`src/rtl/mem_arbiter.sv`:
```
// mem_arbiter: shares one 1-cycle-latency memory port between fetch and data, data-first with anti-starvation streak and atomic lock.
// Rev 1.0
`default_nettype none

module mem_arbiter #(
  parameter int ADDR_W     = 14,
  parameter int MAX_STREAK = 4
) (
  input  logic              clk,
  input  logic              resetn,
  input  logic              i_req,
  input  logic [ADDR_W-1:0] i_addr,
  output logic              i_gnt,
  output logic              i_rvalid,
  output logic [31:0]       i_rdata,
  input  logic              d_req,
  input  logic              d_we,
  input  logic [ADDR_W-1:0] d_addr,
  input  logic [31:0]       d_wdata,
  input  logic [1:0]        d_wsize,
  input  logic              d_lock,
  output logic              d_gnt,
  output logic              d_rvalid,
  output logic [31:0]       d_rdata,
  output logic [ADDR_W-1:0] m_addr,
  output logic [31:0]       m_wdata,
  output logic [1:0]        m_wsize,
  input  logic [31:0]       m_rdata
);

  localparam logic [3:0] STREAK_MAX = 4'(MAX_STREAK);

  typedef enum logic [0:0] {
    OPEN   = 1'b0,
    LOCKED = 1'b1
  } lock_state_t;

  lock_state_t       state_q, state_d;
  logic [3:0]        streak_q, streak_d;
  logic              i_pend_q, i_pend_d;
  logic              d_pend_q, d_pend_d;
  logic [ADDR_W-1:0] addr_q, addr_d;
  logic [31:0]       wdata_q, wdata_d;

  logic gnt_i;
  logic gnt_d;
  logic lock_hold;

  always_comb begin
    state_d   = state_q;
    streak_d  = streak_q;
    addr_d    = addr_q;
    wdata_d   = wdata_q;
    gnt_i     = 1'b0;
    gnt_d     = 1'b0;
    lock_hold = (state_q == LOCKED) && d_lock;

    if (!resetn) begin
      state_d  = OPEN;
      streak_d = 4'd0;
      addr_d   = '0;
      wdata_d  = '0;
    end else if (lock_hold) begin
      // Atomic sequence owns the port; streak is frozen until release.
      gnt_d = d_req;
    end else begin
      if (i_req && (streak_q == STREAK_MAX)) begin
        gnt_i = 1'b1;
      end else if (d_req) begin
        gnt_d = 1'b1;
      end else if (i_req) begin
        gnt_i = 1'b1;
      end

      if (!i_req || gnt_i) begin
        streak_d = 4'd0;
      end else if (gnt_d) begin
        streak_d = streak_q + 4'd1;
      end

      // A streak-limit win leaves gnt_d low, so lock entry naturally retries later.
      state_d = (gnt_d && d_lock) ? LOCKED : OPEN;
    end

    if (gnt_i || gnt_d) begin
      addr_d  = gnt_i ? i_addr : d_addr;
      wdata_d = d_wdata;
    end

    i_pend_d = gnt_i;
    d_pend_d = gnt_d && !d_we;
  end

  always_ff @(posedge clk) begin
    state_q  <= state_d;
    streak_q <= streak_d;
    addr_q   <= addr_d;
    wdata_q  <= wdata_d;
    i_pend_q <= i_pend_d;
    d_pend_q <= d_pend_d;
  end

  assign i_gnt   = gnt_i;
  assign d_gnt   = gnt_d;
  assign m_addr  = addr_d;
  assign m_wdata = wdata_d;
  assign m_wsize = (gnt_d && d_we) ? d_wsize : 2'b00;

  // Gating with resetn kills a response whose grant preceded reset assertion.
  assign i_rvalid = resetn && i_pend_q;
  assign d_rvalid = resetn && d_pend_q;
  assign i_rdata  = i_rvalid ? m_rdata : 32'd0;
  assign d_rdata  = d_rvalid ? m_rdata : 32'd0;

endmodule

`default_nettype wire

```
`config.mk`:
```
export PLATFORM = sky130hd
export DESIGN_NAME = mem_arbiter
export DESIGN_NICKNAME = d
export VERILOG_FILES = /design/src/rtl/mem_arbiter.sv
export SDC_FILE = /design/constraint.sdc
export NUM_CORES = 1
export LEC_CHECK = 0
export BUFFER_PORTS_ARGS = -buffer_cell sky130_fd_sc_hd__buf_2
export CAP_MARGIN = 20
export CORE_MARGIN = 2
export CORE_UTILIZATION = 35
export DETAILED_ROUTE_END_ITERATION = 10
export PLACE_DENSITY = 0.72
export SYNTH_ARGS = -nofsm -noshare
export SYNTH_HDL_FRONTEND = slang
export SYNTH_SLANG_ARGS = --single-unit
```
`constraint.sdc`:
```
create_clock -name clk -period 4.2 [get_ports clk]
set_input_delay 0 -clock clk [delete_from_list [all_inputs] [get_ports clk]]
set_output_delay 0 -clock clk [all_outputs]
set_load 0.03 [all_outputs]
```
==> results.sh <==
export IMPL_cts_buffers=5
export IMPL_grt_antenna_before_repair=0
export IMPL_track_usage=0.212
export IMPL_layout_setup_ws_ps=1520
export IMPL_ys_ff_latch=53
export IMPL_hold_viol=0
export IMPL_core_area_sq_um=7810
export IMPL_hold_path_class="in2reg"
export IMPL_htreeDepth=2
export IMPL_max_slew_margin=0.339
export IMPL_fin_crit_ps=2680
export IMPL_drc=0
export IMPL_async_flop_share=0
export IMPL_synth_edf_count=0
export IMPL_place_inst=631
export IMPL_cts_resized_gates=0
export IMPL_cp_end_kind="flip-flop"
export IMPL_cts_root_buf="clkbuf_8"
export IMPL_grt_setup_unrepaired="false"
export IMPL_synth_cell_type_count=29
export IMPL_clock_fmax_mhz=373
export IMPL_powerDensity_nw_per_um2=286
export IMPL_grtUsageMet3=0.0471
export IMPL_synth_area_sq_um=2860
export IMPL_ys_flop_type="dfxtp_1"
export IMPL_synth_cells=353
export IMPL_drive_above_1_share=0.412
export IMPL_status="finished clean"
export IMPL_clkLatencyLatePin_ps=310
export IMPL_cts_buffer_depth=2
export IMPL_via_count=3515
export IMPL_ios=216
export IMPL_whs_ps=1.79
export IMPL_grt_util_met1=0.244
export IMPL_place_port_buffers=215
export IMPL_leakage_nw=2.49
export IMPL_drtIter0Drc=232
export IMPL_vias_per_cell=5.12
export IMPL_nFillCells=706
export IMPL_critPathArrivalTime_ps=2940
export IMPL_clk_pin_slew_ps=100
export IMPL_met2_usage=0.379
export IMPL_finalNonFillerCells=686
export IMPL_post_route_period_util=0.638
export IMPL_dr_pass1_iters=4
export IMPL_skew_ps=7.60
export IMPL_cts_sinks=53
export IMPL_wl_per_cell_microns=14.9
export IMPL_num_rows=32
export IMPL_top_usage_layer="met2"
export IMPL_drv_slew=0
export IMPL_grt_pass1_wl_mm=15.1
export IMPL_yosys_warnings=0
export IMPL_postLayoutCoreUtil=0.573
export IMPL_routabilityCongestion=0.807
export IMPL_syn_nets=455
export IMPL_place_hpwl_mm=6.93
export IMPL_yosysSeqAreaShare=0.371
export IMPL_nets=684
export IMPL_finalSetupViolCount=0
export IMPL_cts_tree="yes"
export IMPL_grt_overflow=0
export IMPL_start_util=0.367
export IMPL_syn2layout_area_growth_pct=56.3
export IMPL_drv_cap=0
export IMPL_critPathKind="reg2reg"
export IMPL_grt_max_degree=84
export IMPL_totalWireLength_mm=10.2
export IMPL_cp_max_fo=21
export IMPL_die_w_microns=94.4
export IMPL_syn_avg_cell_area_sq_um=8.11
export IMPL_dp_slack_ps=1970
export IMPL_dieHeight_microns=94.4
export IMPL_tns_ps=0
export IMPL_ant_nets=0
export IMPL_ir_worst_vdd_v=0.000219
export IMPL_grt_pass1_vias=3166
export IMPL_start_kind="flip-flop"
export IMPL_dieArea_sq_um=8920
export IMPL_worst_slew_pin_slew_ps=990
export IMPL_crit_required_ps=4460
[through the flow]
step,total power [W],cell area (sq um)
floorplan,0.000772,2860
global placement,0.000877,3890
detailed placement,0.000883,3890
CTS,0.00128,4470
global route,0.00134,4470
finish,0.00128,4470
[cell families (layout without fill, tap and decap cells)]
logic type | count (synthesis) | after routing | share of synthesized area
AOI/OAI and AO/OA | 103 | 103 | 0.271
adders and majority gates | 2 | 2 | 0.00874
buffers and inverters | 62 | 292 | 0.0962
DFF | 53 | 53 | 0.371
other | 0 | 1 | 0
and+or+nand+nor | 133 | 133 | 0.254
[flip-flops by register name, summed over array words and instances, names as in the netlist]
| name | flops |
|---|---|
| wdata_q | 32 |
| i_pend_q | 1 |
| streak_q | 4 |
| d_pend_q | 1 |
| addr_q | 14 |
| state_q | 1 |
[cells in the mapped netlist (2+ instances only)]
library cell	number	area share
clkbuf_2	3	0.0052
clkbuf_1	25	0.033
nand4_1	3	0.0066
buf_6	3	0.012
nor2b_1	2	0.0044
o211ai_1	37	0.097
ha_1	2	0.0087
o211ai_2	10	0.044
a21oi_1	3	0.0052
o21ai_0	33	0.058
inv_1	20	0.026
nand3_1	16	0.028
and2_1	3	0.0066
dfxtp_1	53	0.37
nand2_1	38	0.050
nand4b_1	2	0.0061
buf_2	10	0.017
o2111ai_1	14	0.043
and3_1	66	0.14
[report_power, final]
group	switching, W	internal, W
Sequential	0.0000158	0.000540
Clock	0.000173	0.000194
Combinational	0.000223	0.000131
Total	0.000412	0.000865
[final cells by class]
| class | count | area, sq um | area share |
|---|---|---|---|
| multi-input combinational | 238 | 1530 | 0.341 |
| antenna | 1 | 2.50 | 0.000559 |
| inverter | 20 | 75.1 | 0.0168 |
| clock buffer | 6 | 82.6 | 0.0185 |
| clock inverter | 2 | 37.5 | 0.00839 |
| sequential | 53 | 1060 | 0.237 |
| tap | 102 | 128 | 0.0285 |
| timing repair buffer | 264 | 1560 | 0.349 |
[placed cells by master (no fill, tap or decap), drive strengths merged, types with 2 or more instances in the layout]
cell type / netlist / final
nand4b: 2 / 2
o2111ai: 14 / 14
nor2b: 2 / 2
dfxtp: 53 / 53
ha: 2 / 2
buf: 14 / 218
inv: 20 / 20
and3: 66 / 66
o211ai: 47 / 47
a21oi: 3 / 3
clkbuf: 28 / 6
nand2: 38 / 38
dlygate4sd3: 0 / 46
nand4: 3 / 3
and2: 4 / 4
nand3: 16 / 16
o21ai: 33 / 33
[metal layers]
metal / vias to the layer above / wire length [microns]
met3: 14 / 811
met4: 0 / 173
met5: - / 0
li1: 1742 / -
met1: 1590 / 4110
met2: 169 / 5110
[path summary, 6_finish.rpt]
| kind | from | end | slack (ps) | depth (start not counted) |
|---|---|---|---|---|
| worst min register to register | wdata_q[27] | wdata_q[27] | 490 | 2 |
| worst max-delay path | streak_q[0] | addr_q[13] | 1520 | 6 |
| worst max register to register | streak_q[0] | addr_q[13] | 1520 | 6 |
| worst min-delay path | i_addr[8] | addr_q[8] | 2 | 3 |
[worst max-delay path, stage by stage (launching register included)]
cell and delay (ps):
dfxtp_1 350, inv_1 80, ha_1 140, nand3b_1 570, a211o_4 660, o211ai_1 240, dlygate4sd3_1 590
[timing repair]
item	CTS	global route
buffers inserted	0	0
endpoints found under the hold margin	41	0
hold buffers	46	0
Power figures use the tool's default switching activity.
